## src/rtl/ex_trap_ctrl_pkg.sv

```systemverilog
// Shared definitions for the external-interrupt aggregator: register map,
// FSM encoding and AXI response codes.
package ex_trap_ctrl_pkg;

   localparam logic [7:0] ETI_IE        = 8'h00;
   localparam logic [7:0] ETI_MODE      = 8'h04;
   localparam logic [7:0] ETI_PEND      = 8'h08;
   localparam logic [7:0] ETI_CLAIM     = 8'h0C;
   localparam logic [7:0] ETI_COMPLETE  = 8'h10;
   localparam logic [7:0] ETI_THRESH    = 8'h14;
   localparam logic [7:0] ETI_PRIO_BASE = 8'h40;

   localparam logic [1:0] AXI_OKAY   = 2'b00;
   localparam logic [1:0] AXI_SLVERR = 2'b10;

   typedef enum logic [1:0] {
      ST_IDLE    = 2'd0,
      ST_REQ     = 2'd1,
      ST_SERVICE = 2'd2
   } eti_state_e;

endpackage

```

## src/rtl/eti_arb.sv

```systemverilog
// Combinational priority arbiter: highest priority among eligible sources,
// ties resolved towards the lowest index.
module eti_arb #(
   parameter int N  = 8,
   parameter int PW = 3
) (
   input  logic [N-1:0][PW-1:0] i_prio,
   input  logic [N-1:0]         i_elig,
   output logic [4:0]           o_id,
   output logic                 o_any
);

   logic [PW-1:0] w_best;

   // Strict '>' keeps the earlier (lower) index on equal priority.
   always_comb begin
      o_id   = '0;
      o_any  = 1'b0;
      w_best = '0;
      for (int i = 0; i < N; i++) begin
         if (i_elig[i] && (!o_any || (i_prio[i] > w_best))) begin
            o_any  = 1'b1;
            o_id   = 5'(i);
            w_best = i_prio[i];
         end
      end
   end

endmodule

```

## src/rtl/ex_trap_ctrl.sv

```systemverilog
// External-interrupt aggregator: synchronised, prioritised sources with an
// AXI4-Lite register file, feeding one outstanding trap request to the core.
module ex_trap_ctrl
   import ex_trap_ctrl_pkg::*;
#(
   parameter int IRQ_NUM     = 8,
   parameter int PRIO_W      = 3,
   parameter int SYNC_STAGES = 2
) (
   input  logic               clk,
   input  logic               rst_n,
   input  logic [IRQ_NUM-1:0] irq_i,
   output logic               ex_trap_valid_o,
   input  logic               ex_trap_ready_i,
   output logic [4:0]         ex_trap_id_o,
   input  logic [31:0]        eti_axi_awaddr,
   input  logic [2:0]         eti_axi_awprot,
   input  logic               eti_axi_awvalid,
   output logic               eti_axi_awready,
   input  logic [31:0]        eti_axi_wdata,
   input  logic [3:0]         eti_axi_wstrb,
   input  logic               eti_axi_wvalid,
   output logic               eti_axi_wready,
   output logic [1:0]         eti_axi_bresp,
   output logic               eti_axi_bvalid,
   input  logic               eti_axi_bready,
   input  logic [31:0]        eti_axi_araddr,
   input  logic [2:0]         eti_axi_arprot,
   input  logic               eti_axi_arvalid,
   output logic               eti_axi_arready,
   output logic [31:0]        eti_axi_rdata,
   output logic [1:0]         eti_axi_rresp,
   output logic               eti_axi_rvalid,
   input  logic               eti_axi_rready
);

   logic [SYNC_STAGES-1:0][IRQ_NUM-1:0] r_sync;
   logic [IRQ_NUM-1:0]              r_sync_q;
   logic [IRQ_NUM-1:0]              r_ie, r_mode, r_pend;
   logic [IRQ_NUM-1:0][PRIO_W-1:0]  r_prio;
   logic [PRIO_W-1:0]               r_thresh;
   logic [4:0]                      r_act_id;
   eti_state_e                      r_state, w_state_nxt;
   logic                            r_bvalid, r_rvalid;
   logic [1:0]                      r_bresp, r_rresp;
   logic [31:0]                     r_rdata;

   logic [IRQ_NUM-1:0] w_sync, w_rise, w_pend_clr, w_elig, w_wr_prio_sel;
   logic [7:0]         w_wr_off, w_rd_off;
   logic               w_wr_acc, w_wr_en, w_wr_map, w_rd_acc, w_rd_err;
   logic [31:0]        w_rd_data;
   logic [4:0]         w_arb_id;
   logic               w_arb_any, w_claim, w_complete;
   logic               w_unused;

   assign w_unused = ^{eti_axi_awprot, eti_axi_arprot, eti_axi_awaddr[31:8], eti_axi_awaddr[1:0],
                       eti_axi_araddr[31:8], eti_axi_araddr[1:0], eti_axi_wstrb[3:1],
                       eti_axi_wdata[31:5]};

   // ---------------- source path ----------------
   always_ff @(posedge clk or negedge rst_n) begin
      if (!rst_n) begin
         r_sync   <= '0;
         r_sync_q <= '0;
      end else begin
         r_sync   <= {r_sync[SYNC_STAGES-2:0], irq_i};
         r_sync_q <= r_sync[SYNC_STAGES-1];
      end
   end

   assign w_sync = r_sync[SYNC_STAGES-1];
   assign w_rise = w_sync & ~r_sync_q;

   assign w_claim = (r_state == ST_REQ) && ex_trap_ready_i;

   always_comb begin
      w_pend_clr = '0;
      for (int i = 0; i < IRQ_NUM; i++)
         w_pend_clr[i] = (w_wr_en && (w_wr_off == ETI_PEND) && eti_axi_wdata[i]) ||
                         (w_claim && (r_act_id == 5'(i)));
   end

   // Level bits track the synchronised input; edge bits latch, with set beating clear.
   always_ff @(posedge clk or negedge rst_n) begin
      if (!rst_n) begin
         r_pend <= '0;
      end else begin
         for (int i = 0; i < IRQ_NUM; i++) begin
            if (!r_mode[i])        r_pend[i] <= w_sync[i];
            else if (w_rise[i])    r_pend[i] <= 1'b1;
            else if (w_pend_clr[i]) r_pend[i] <= 1'b0;
         end
      end
   end

   always_comb begin
      w_elig = '0;
      for (int i = 0; i < IRQ_NUM; i++)
         w_elig[i] = r_pend[i] && r_ie[i] && (r_prio[i] > r_thresh);
   end

   eti_arb #(.N(IRQ_NUM), .PW(PRIO_W)) u_arb (
      .i_prio (r_prio),
      .i_elig (w_elig),
      .o_id   (w_arb_id),
      .o_any  (w_arb_any)
   );

   // ---------------- trap FSM ----------------
   assign w_complete = w_wr_en && (w_wr_off == ETI_COMPLETE) && (eti_axi_wdata[4:0] == r_act_id);

   always_ff @(posedge clk or negedge rst_n) begin
      if (!rst_n) begin
         r_state  <= ST_IDLE;
         r_act_id <= '0;
      end else begin
         r_state <= w_state_nxt;
         if ((r_state == ST_IDLE) && w_arb_any) r_act_id <= w_arb_id;
      end
   end

   always_comb begin
      w_state_nxt     = r_state;
      ex_trap_valid_o = 1'b0;
      ex_trap_id_o    = '0;
      case (r_state)
         ST_IDLE:    if (w_arb_any) w_state_nxt = ST_REQ;
         ST_REQ: begin
            ex_trap_valid_o = 1'b1;
            ex_trap_id_o    = r_act_id;
            if (ex_trap_ready_i) w_state_nxt = ST_SERVICE;
         end
         ST_SERVICE: if (w_complete) w_state_nxt = ST_IDLE;
         default:    w_state_nxt = ST_IDLE;
      endcase
   end

   // ---------------- AXI write ----------------
   assign w_wr_off = {eti_axi_awaddr[7:2], 2'b00};
   assign w_wr_acc = eti_axi_awvalid && eti_axi_wvalid && !r_bvalid;
   assign w_wr_en  = w_wr_acc && eti_axi_wstrb[0];
   assign eti_axi_awready = w_wr_acc;
   assign eti_axi_wready  = w_wr_acc;

   always_comb begin
      w_wr_prio_sel = '0;
      for (int i = 0; i < IRQ_NUM; i++)
         w_wr_prio_sel[i] = (w_wr_off == ETI_PRIO_BASE + 8'(4*i));
      w_wr_map = (|w_wr_prio_sel) || (w_wr_off == ETI_IE) || (w_wr_off == ETI_MODE) ||
                 (w_wr_off == ETI_PEND) || (w_wr_off == ETI_CLAIM) ||
                 (w_wr_off == ETI_COMPLETE) || (w_wr_off == ETI_THRESH);
   end

   always_ff @(posedge clk or negedge rst_n) begin
      if (!rst_n) begin
         r_ie     <= '0;
         r_mode   <= '0;
         r_thresh <= '0;
         r_prio   <= '0;
         r_bvalid <= 1'b0;
         r_bresp  <= AXI_OKAY;
      end else begin
         if (w_wr_acc) begin
            r_bvalid <= 1'b1;
            r_bresp  <= w_wr_map ? AXI_OKAY : AXI_SLVERR;
         end else if (eti_axi_bready) begin
            r_bvalid <= 1'b0;
         end
         if (w_wr_en) begin
            if (w_wr_off == ETI_IE)     r_ie     <= eti_axi_wdata[IRQ_NUM-1:0];
            if (w_wr_off == ETI_MODE)   r_mode   <= eti_axi_wdata[IRQ_NUM-1:0];
            if (w_wr_off == ETI_THRESH) r_thresh <= eti_axi_wdata[PRIO_W-1:0];
            for (int i = 0; i < IRQ_NUM; i++)
               if (w_wr_prio_sel[i]) r_prio[i] <= eti_axi_wdata[PRIO_W-1:0];
         end
      end
   end

   assign eti_axi_bvalid = r_bvalid;
   assign eti_axi_bresp  = r_bresp;

   // ---------------- AXI read ----------------
   assign w_rd_off = {eti_axi_araddr[7:2], 2'b00};
   assign w_rd_acc = eti_axi_arvalid && !r_rvalid;
   assign eti_axi_arready = w_rd_acc;

   always_comb begin
      w_rd_data = '0;
      w_rd_err  = 1'b0;
      case (w_rd_off)
         ETI_IE:       w_rd_data[IRQ_NUM-1:0] = r_ie;
         ETI_MODE:     w_rd_data[IRQ_NUM-1:0] = r_mode;
         ETI_PEND:     w_rd_data[IRQ_NUM-1:0] = r_pend;
         ETI_CLAIM:    w_rd_data[4:0]         = r_act_id;
         ETI_COMPLETE: w_rd_data              = '0;
         ETI_THRESH:   w_rd_data[PRIO_W-1:0]  = r_thresh;
         default: begin
            w_rd_err = 1'b1;
            for (int i = 0; i < IRQ_NUM; i++) begin
               if (w_rd_off == ETI_PRIO_BASE + 8'(4*i)) begin
                  w_rd_err              = 1'b0;
                  w_rd_data[PRIO_W-1:0] = r_prio[i];
               end
            end
         end
      endcase
   end

   always_ff @(posedge clk or negedge rst_n) begin
      if (!rst_n) begin
         r_rvalid <= 1'b0;
         r_rdata  <= '0;
         r_rresp  <= AXI_OKAY;
      end else if (w_rd_acc) begin
         r_rvalid <= 1'b1;
         r_rdata  <= w_rd_data;
         r_rresp  <= w_rd_err ? AXI_SLVERR : AXI_OKAY;
      end else if (eti_axi_rready) begin
         r_rvalid <= 1'b0;
      end
   end

   assign eti_axi_rvalid = r_rvalid;
   assign eti_axi_rdata  = r_rdata;
   assign eti_axi_rresp  = r_rresp;

endmodule

```

## config.mk

```make
export PLATFORM = sky130hd
export DESIGN_NAME = ex_trap_ctrl
export DESIGN_NICKNAME = d
export VERILOG_FILES = /design/src/rtl/ex_trap_ctrl_pkg.sv /design/src/rtl/eti_arb.sv /design/src/rtl/ex_trap_ctrl.sv
export SDC_FILE = /design/constraint.sdc
export NUM_CORES = 1
export LEC_CHECK = 0
export ABC_AREA = 1
export CORE_UTILIZATION = 52
export DETAILED_ROUTE_END_ITERATION = 16
export GPL_TIMING_DRIVEN = 0
export HOLD_SLACK_MARGIN = 0.03
export PLACE_DENSITY = 0.89
export SLEW_MARGIN = 10
export SYNTH_ARGS = -nofsm -noshare
export SYNTH_HDL_FRONTEND = slang
export SYNTH_SLANG_ARGS = --single-unit
```

## constraint.sdc

```tcl
create_clock -name clk -period 20.7 [get_ports clk]
set_input_delay 4.14 -clock clk [delete_from_list [all_inputs] [get_ports clk]]
set_output_delay 4.14 -clock clk [all_outputs]
set_load 0.1 [all_outputs]
```

==> run summary, run 1 <==
MaxCap Viol Count = 0
Core Region = 10,500 um^2
non-filler cells, final = 980
Synth Register Bits = 92
Hold WS = 0.358 ns
GRT Residual Overflow = 0
worst skew pair latency = 0.37 ns
Worst-Margin Slew = 0.975 ns
PostCTS Resize Cnt = 0
Synth-to-Final Area Change = 18.4%
status = finished, final reports clean
Switching Share = 38.5%
n_diodes = 0
CTS buffer count = 9
Synth Cell Area = 5730 um^2
CP startpoint kind = input port
placed insts = 964
CTS tree = done
Area contributors post-synth = dfrtp_1 40%, nand2_1 12%, ha_1 9.8%
Max-slew headroom = 34.8%
Sum Neg Setup Slack = 0 ns
clock sink total = 92
critical path capture point type = output pin
Final Setup Violations = 0
Rows = 37
LEAKAGE = 3.37 nW
Comb power frac = 26.8%
async set or reset register ratio after synthesis = 100%
fin. max-slew vios = 0
Required @ worst endpoint = 16.56 ns
CTS Buffer Depth = 2
leading cell types by count after synthesis = 189 x nand2_1, 92 x dfrtp_1, 78 x inv_1
power after layout = 0.444 mW
first-pass iteration count of the detailed router = 6
Fmax = 0.0979 GHz
Routability Congestion = 0.886
Clk network pwr share = 28.0%
Top FF cell, synth = dfrtp_1
clock slew seen by the registers of the worst setup and hold paths = 0.10 ns
Initial Util = 54.5%
Post-CTS Hold Buffers = 0
Synth warnings = 0
Power per Cell Area = 65.4 nW/um^2
largest net degree at the start of global routing = 57
distinct cell type count after synthesis = 39
# port buffers = 55
Horiz. Die Dim = 107 um
io pins = 169
P_sw = 0.171 mW
Synth top area share = 40.2%
top cell type by total area after synthesis = dfrtp_1
CTS Root Cell = clkbuf_8
CP arrival = 6.07 ns
Hold Crit Class = flip-flop to flip-flop
vias in the first global route = 4,999
endpoints failing hold = 0
Tcrit/Tclk final = 49.3%
vias per cell = 5.45
Die Area = 11,400 um^2
post-synthesis sequential area ratio = 40.2%
sequential power share = 45.2%
detailed placer's ending HPWL = 10,900 um
number of H-tree levels = 3
VDD IR-drop max = 0.0610 mV
reg-to-reg setup timing slack = 11.57 ns
Die H = 107 um
top-count cell post-synth = nand2_1
DRT Wirelength = 14,300 um
FILL cells = 838
drt initial violations = 489
Post-synth EDFFs = 0
Post-layout nets = 1,006
hold path cells = 0
synthesized area per cell = 7.69 um^2
internal power = 0.273 mW
Vias = 5,342
DRC viols = 0
Post-Route Skew = 0.0148 ns
R2R depth = 67
share of layout cells above drive strength 1 = 9.24%
wire length per cell after detailed routing = 14.6 um
first-pass GRT wire length = 23,600 um
antenna violations before repair = 0
post-route ant nets = 0
critical path class = input port to output pin
min Tclk post-route = 10.21 ns
RSZ-0062 raised after global routing = no
Gate Count Post-Synth = 745
post-CTS setup repair buffer count = 0
crit-path max FO = 4
GRT Util Overall = 26.6%
## placed cells by master (no fill, tap or decap), types with 2 or more instances in the layout
cell,Yosys,layout
a211oi_1,2,2
a21oi_1,17,17
a21oi_2,2,2
a22oi_1,4,4
a32oi_1,2,2
and2_1,9,9
buf_2,2,2
buf_4,29,30
clkbuf_1,5,5
clkbuf_8,0,9
clkdlybuf4s50_1,0,54
clkinv_8,0,2
conb_1,1,28
dfrtp_1,92,92
ha_1,45,45
inv_1,78,78
inv_2,4,4
inv_6,0,2
nand2_1,189,189
nand2_2,7,7
nand2_4,4,4
nand3_1,64,64
nand3_2,4,4
nand3b_1,3,3
nand4_1,12,12
nor2_1,75,75
nor3_1,2,2
nor4_1,3,3
o211ai_1,2,2
o21ai_0,69,69
o22ai_1,3,3
o311ai_0,2,2
or2_0,2,2
or2_2,3,3
## cell type report
type | instances | area, um^2 | share of cell area (%)
Buffer | 36 | 246 | 3.63
Multi-Input combinational cell | 560 | 2970 | 43.7
Clock buffer | 9 | 124 | 1.82
Clock inverter | 7 | 86.3 | 1.27
Sequential cell | 92 | 2300 | 33.9
Inverter | 84 | 318 | 4.68
Tap cell | 136 | 170 | 2.51
Timing Repair Buffer | 56 | 576 | 8.48
## power groups by stage
| stage | Sequential, mW | Clock, mW | Combinational, mW |
|---|---|---|---|
| finish | 0.201 | 0.124 | 0.119 |
| global placement | 0.203 | 0 | 0.115 |
| detailed placement | 0.204 | 0 | 0.118 |
| global route | 0.202 | 0.133 | 0.129 |
| floorplan | 0.221 | 0 | 0.0685 |
| CTS | 0.200 | 0.125 | 0.119 |
## critical path, cell delays in order
cell and delay, ns:
clkdlybuf4s50_1 0.45, nand3_1 0.11, inv_1 0.13, buf_4 0.12, clkdlybuf4s50_1 1.11
## layer usage
layer | GRT usage [%] | part of all wire (%) | vias to the layer above
li1 | - | - | 2585
met1 | 34.4 | 41 | 2451
met2 | 43.6 | 48 | 263
met3 | 5.78 | 7.7 | 43
met4 | 10.7 | 2.8 | 0
met5 | 0 | 0 | -
## state kept, by name (all words and copies together), names as in the netlist
signal / cells
r_state: 2
r_ie: 8
r_prio: 24
eti_axi_rresp: 1
r_act_id: 3
eti_axi_rdata: 8
r_pend: 8
r_sync_q: 8
eti_axi_bvalid: 1
eti_axi_bresp: 1
r_mode: 8
w_sync: 8
eti_axi_rvalid: 1
r_sync: 8
r_thresh: 3
## cell families after synthesis
family	after synthesis	synth area share, %
and+or+nand+nor	380	29.7
buffers and inverters	120	9.84
adders and majority gates	45	9.82
AOI/OAI and AO/OA	107	10.4
other	1	0.0654
DFF	92	40.2
## metrics by stage
step / utilization [%] / cell area (um^2) / worst slack (ns)
3_3_place_gp: 62.4 / 6550 / 10.48
5_1_grt: 64.6 / 6790 / 10.40
4_1_cts: 64.6 / 6790 / 10.47
2_1_floorplan: - / 5830 / 11.26
3_5_place_dp: 62.6 / 6580 / 10.47
6_report: 64.6 / 6790 / 10.49
## worst paths after layout
kind	endpoint	startpoint
max	eti_axi_wready	eti_axi_awvalid
min	w_sync[2]	r_sync[2]
max reg2reg	r_act_id[0]	r_thresh[1]
min reg2reg	w_sync[2]	r_sync[2]
max in group asynchronous	r_thresh[2]	rst_n
min in group asynchronous	r_sync[6]	rst_n
No activity file was read; power rests on OpenSTA's default activity.
==> run 2, diff against run 1 <==
--- a/config.mk
+++ b/config.mk
@@ -6,11 +6,11 @@
 export NUM_CORES = 1
 export LEC_CHECK = 0
 export ABC_AREA = 1
-export CORE_UTILIZATION = 52
+export CORE_UTILIZATION = 48
 export DETAILED_ROUTE_END_ITERATION = 16
 export GPL_TIMING_DRIVEN = 0
 export HOLD_SLACK_MARGIN = 0.03
-export PLACE_DENSITY = 0.89
+export PLACE_DENSITY = 0.83
 export SLEW_MARGIN = 10
 export SYNTH_ARGS = -nofsm -noshare
 export SYNTH_HDL_FRONTEND = slang
==> constraint.sdc (replaced) <==
create_clock -name clk -period 10.65 [get_ports clk]
set_input_delay 2.13 -clock clk [delete_from_list [all_inputs] [get_ports clk]]
set_output_delay 2.13 -clock clk [all_outputs]
set_load 0.1 [all_outputs]
==> run 2 against run 1 <==
Net effect:
- critical endpoint is now r_act_id[0]
- final cell count increased by 0.71%
- critical path depth increased by 62
- largest cell class unchanged
- critical path type is now flip-flop to flip-flop
- the flow now finishes with violations (design-rule violations)
- register-to-register slack lost 9.9 ns
- utilization down 4.7 points
- setup slack worse by 8.8 ns
==> run summary, run 2 (synthesized netlist as in run 1, its figures left out) <==
Worst R2R Start = r_thresh[2]
r2r endpoint = r_act_id[0]
antenna violations before repair = 0 (unchanged)
Post-CTS Hold Buffers = 0 (unchanged)
reg-to-reg setup timing slack = 1.70 ns (-9.87 ns)
PostCTS Resize Cnt = 0 (unchanged)
n_diodes = 0 (unchanged)
Vias = 5,172 (-3.2%)
Worst-Margin Slew = 0.981 ns (+0.00608 ns)
Post-layout nets = 1,006 (unchanged)
DRT Wirelength = 14,200 um (-0.70%)
min Tclk post-route = 8.95 ns
endpoints failing hold = 0 (unchanged)
post-CTS setup repair buffer count = 0 (unchanged)
hold path cells = 0 (unchanged)
Final Setup Violations = 0 (unchanged)
largest net degree at the start of global routing = 51 (-11%)
# port buffers = 55 (unchanged)
Rows = 39 (+5.4%)
Power per Cell Area = 138 nW/um^2 (+110%)
critical path class = flip-flop to flip-flop
Max-slew headroom = 34.4% (-0.41 points)
Largest register FFs = 24 (unchanged)
GRT Util Overall = 24.3% (-2.4 points)
wire length per cell after detailed routing = 14.3 um (-1.4%)
CTS tree = done
RSZ-0062 raised after global routing = no
final core utilization = 59.9% (-4.7 points)
first-pass GRT wire length = 23,700 um (+0.32%)
critical path capture point type = flip-flop
drt initial violations = 309 (-37%)
worst skew pair latency = 0.35 ns (-0.02 ns)
Required @ worst endpoint = 10.89 ns (-5.67 ns)
CTS Buffer Depth = 2 (unchanged)
CP startpoint kind = flip-flop
LEAKAGE = 3.42 nW (+1.3%)
most frequent cells in the layout = 189 x nand2_1, 92 x dfrtp_1, 78 x inv_1
GRT Residual Overflow = 0 (unchanged)
Horiz. Die Dim = 111 um (+4.0%)
R2R depth = 67 (unchanged)
Hold WS = 0.350 ns (-0.00769 ns)
final worst slack = 1.70 ns (-8.79 ns)
Post-Place Setup Slack = 1.75 ns (-8.72 ns)
slowest cell on the critical path = dfrtp_1
power after layout = 0.950 mW (+110%)
CTS buffer count = 9 (unchanged)
WHS Endpoint = w_sync[6]
share of layout cells above drive strength 1 = 9.24% (unchanged)
DRC viols = 6 (+6)
clock sink total = 92 (unchanged)
most common cell after layout, fill and taps aside = nand2_1
Fmax = 0.112 GHz
status = complete, but fails checks
Hold Path Origin = r_sync[6]
number of H-tree levels = 3 (unchanged)
MaxCap Viol Count = 0 (unchanged)
CP arrival = 9.19 ns (+3.12 ns)
Largest Register = r_prio
vias per cell = 5.24 (-3.9%)
post-route ant nets = 0 (unchanged)
Hold Crit Class = flip-flop to flip-flop
crit-path max FO = 8 (+4)
VDD IR-drop max = 0.122 mV (+100%)
Die Area = 12,400 um^2 (+8.2%)
detailed placer's ending HPWL = 10,800 um (-0.88%)
CTS Root Cell = clkbuf_16
first-pass iteration count of the detailed router = 12 (+6)
failing checks = design-rule violations
vias in the first global route = 4,987 (-0.24%)
Initial Util = 49.8% (-4.8 points)
Sum Neg Setup Slack = 0 ns (unchanged)
slowest stage delay, CP = 0.40 ns (-0.71 ns)
Core Region = 11,500 um^2 (+9.6%)
fin. max-slew vios = 0 (unchanged)
Post-Route Skew = 0.0112 ns (-0.00366 ns)
io pins = 169 (unchanged)
Routability Congestion = 0.866 (-2.2%)
Die H = 111 um (+4.0%)
Synth-to-Final Area Change = 20.3%
Tcrit/Tclk final = 84.1%
clock slew seen by the registers of the worst setup and hold paths = 0.07 ns (-0.03 ns)
CP most frequent cell = nand2_1
-- run 2: critical path: cells and delay by family (launching register included) --
family          cells  cell delay (ns)
simple gates       40             3.79
buf+inv             7             0.71
flops               1             0.40
fa+ha+maj           8             2.41
compound gates     12             1.58
-- run 2: stage by stage --
stage,area (um^2),cells
floorplan,5830,772
global placement,6560,970
detailed placement,6590,971
CTS,6890,987
global route,6890,987
finish,6890,987
-- run 2: worst max path at each step --
stage	start	to	slack (ns)
after CTS	r_thresh[2]	r_act_id[0]	1.72
after detailed placement	r_thresh[1]	r_act_id[0]	1.75
after global routing	r_thresh[2]	r_act_id[1]	0.70
after global placement	r_thresh[2]	r_act_id[0]	1.94
final	r_thresh[2]	r_act_id[0]	1.70
after floorplan	r_thresh[2]	r_act_id[0]	2.87
-- run 2: layout make-up --
type	count	area, um^2
clock buffer	9	225
multi-input combinational	560	2970
buffer	36	246
fill	978	4620
sequential	92	2300
tap	143	179
inverter	84	318
timing repair buffer	56	576
clock inverter	7	80.1
-- run 2: metal layers --
layer	share of wire (%)	vias to the layer above	global-route usage, %
met5	0	-	0
met2	46	164	40.8
met3	5.6	41	3.28
met1	44	2380	30.6
li1	-	2587	-
met4	3.8	0	12.3
-- run 2: power by group --
group / internal [mW] / switching (mW) / total (mW) / leakage [nW]
clock: 0.186 / 0.145 / 0.330 / 0.149
combinational: 0.0642 / 0.166 / 0.231 / 2.08
sequential: 0.371 / 0.0184 / 0.389 / 1.19
total: 0.621 / 0.329 / 0.950 / 3.42
==> run 3, diff against run 2 <==
==> constraint.sdc (replaced) <==
create_clock -name clk -period 8.3 [get_ports clk]
set_input_delay 1.66 -clock clk [delete_from_list [all_inputs] [get_ports clk]]
set_output_delay 1.66 -clock clk [all_outputs]
set_load 0.1 [all_outputs]
==> run 3 against run 2 <==
Net effect:
- the flow still finishes with violations (design-rule violations)
- die area stayed put
- clock-buffer cell count is the same
- routed wire length rose by 12%
- hold slack about the same
- register-to-register slack got worse by 1.6 ns
- total power increased by 30%
- critical path depth is 1 higher
- non-clock buffer count grew 21
- clock skew is 0.0023 ns lower
- final area grew 9.4%
- highest routed layer unchanged
==> run summary, run 3 (synthesized netlist as in run 1, its figures left out) <==
crit-path max FO = 6 (-2)
CP arrival = 8.51 ns (-0.68 ns)
Sum Neg Setup Slack = 0 ns (unchanged)
Final Setup Violations = 0 (unchanged)
most common cell after layout, fill and taps aside = nand2_1
Required @ worst endpoint = 8.58 ns (-2.31 ns)
Vias = 5,460 (+5.6%)
CTS buffer count = 9 (unchanged)
CTS Root Cell = clkbuf_16
Horiz. Die Dim = 111 um (unchanged)
CTS Buffer Depth = 2 (unchanged)
slowest cell on the critical path = dfrtp_1
Routability Congestion = 0.866 (unchanged)
antenna violations before repair = 0 (unchanged)
RSZ-0062 raised after global routing = yes
post-route cell area = 7540 um^2 (+9.4%)
Max-slew headroom = 34.4% (about the same)
min Tclk post-route = 8.22 ns (-0.727 ns)
LEAKAGE = 3.64 nW (+6.5%)
CTS tree = done
DP Area = 6590 um^2 (unchanged)
CP most frequent cell = nand2_1
Post-CTS Hold Buffers = 0 (unchanged)
drt initial violations = 358 (+16%)
io pins = 169 (unchanged)
slowest stage delay, CP = 0.41 ns (about the same)
detailed placer's ending HPWL = 10,800 um (unchanged)
GRT Util Overall = 24.6% (+0.39 points)
Die H = 111 um (unchanged)
most frequent cells in the layout = 166 x nand2_1, 91 x dfrtp_1, 73 x nor2_1, 73 x inv_1, 63 x o21ai_0
Hold Crit Class = flip-flop to flip-flop
wire length per cell after detailed routing = 15.7 um (+9.4%)
MaxCap Viol Count = 0 (unchanged)
Largest Register = r_prio
clock slew seen by the registers of the worst setup and hold paths = 0.07 ns (about the same)
critical path capture point type = flip-flop
Core Region = 11,500 um^2 (unchanged)
worst skew pair latency = 0.35 ns (about the same)
number of H-tree levels = 3 (unchanged)
Synth-to-Final Area Change = 31.6%
fin. max-slew vios = 0 (unchanged)
Tcrit/Tclk final = 99.1% (+15 points)
Worst-Margin Slew = 0.981 ns (+0.000292 ns)
failing checks = design-rule violations
Rows = 39 (unchanged)
status = complete, but fails checks
CP startpoint kind = flip-flop
Largest register FFs = 24 (unchanged)
DRC viols = 6 (unchanged)
Fmax = 0.122 GHz (+8.8%)
# port buffers = 55 (unchanged)
Post-Route Skew = 0.00889 ns (-0.00229 ns)
first-pass iteration count of the detailed router = 11 (-1)
post-route ant nets = 0 (unchanged)
vias per cell = 5.42 (+3.4%)
Initial Util = 49.8% (unchanged)
first-pass GRT wire length = 24,100 um (+1.8%)
critical path class = flip-flop to flip-flop
endpoints failing hold = 0 (unchanged)
Die Area = 12,400 um^2 (unchanged)
vias in the first global route = 5,067 (+1.6%)
Post-layout nets = 1,027 (+2.1%)
VDD IR-drop max = 0.166 mV (+36%)
largest net degree at the start of global routing = 51 (unchanged)
clock sink total = 92 (unchanged)
DRT Wirelength = 15,800 um (+12%)
share of layout cells above drive strength 1 = 19.9% (+11 points)
n_diodes = 0 (unchanged)
GRT Residual Overflow = 0 (unchanged)
Power per Cell Area = 164 nW/um^2 (+19%)
-- run 3: cell types whose count changed in the layout (fill, tap and decap cells not counted), sizes merged --
cell	change
buf	+21
inv	-1
clkinvlp	+1
-- run 3: area by class of cell --
class	count	area [um^2]
fillers	881	3980
multi-input cells	560	3440
flip-flops and latches	92	2300
repair buffers	77	737
inverters	84	332
plain buffers	36	246
clock buffers	9	225
well taps	143	179
clock inverters	7	80.1
-- run 3: worst paths after layout --
check | start | to | slack [ns] | depth (start not counted)
hold / removal | r_sync[6] | w_sync[6] | 0.35 | 0
setup / recovery | r_thresh[2] | r_act_id[0] | 0.08 | 68
hold reg to reg | r_sync[6] | w_sync[6] | 0.35 | 0
min in group asynchronous | rst_n | r_sync[6] | 1.30 | 1
max in group asynchronous | rst_n | r_prio[11] | 6.38 | 2
setup reg to reg | r_thresh[2] | r_act_id[0] | 0.08 | 68
-- run 3: where the power goes --
| group | internal (mW) | total, mW | switching [mW] |
|---|---|---|---|
| combinational | 0.0922 | 0.314 | 0.222 |
| sequential | 0.476 | 0.501 | 0.0251 |
| clock | 0.238 | 0.424 | 0.186 |
| total | 0.807 | 1.24 | 0.433 |
-- run 3: timing repair --
item,CTS,global route
setup endpoints to repair,3,3
pin swaps,6,63
resized for setup,14,90
setup buffers,7,14
-- run 3: critical path: cells and delay by family (launching register included) --
kind / cells / cell delay [ns]
AO/OA/AOI/OAI: 12 / 1.50
adder cells (fa/ha/maj): 8 / 2.05
buffers and inverters: 7 / 0.52
flip-flops: 1 / 0.41
AND/OR/NAND/NOR: 41 / 3.64
-- run 3: layer usage --
layer  track usage (%)  up-vias  part of all wire, %
met1              31.3     2562                   42
met2              41.5      220                   48
li1                  -     2633                    -
met5                 0        -                    0
met4              12.0        0                  3.8
met3              3.17       45                  6.4
-- run 3: stage by stage --
stage	instances	hold slack, ns	utilization, %	worst slack [ns]	power, mW
5_1_grt	1008	0.357	65.5	-0.423	1.29
3_5_place_dp	971	0.337	57.2	-0.595	0.800
6_report	1008	0.350	65.5	0.0752	1.24
2_1_floorplan	772	0.331	-	0.523	0.722
4_1_cts	994	0.353	60.9	0.0362	1.22
3_3_place_gp	970	0.333	57.0	-0.413	0.795
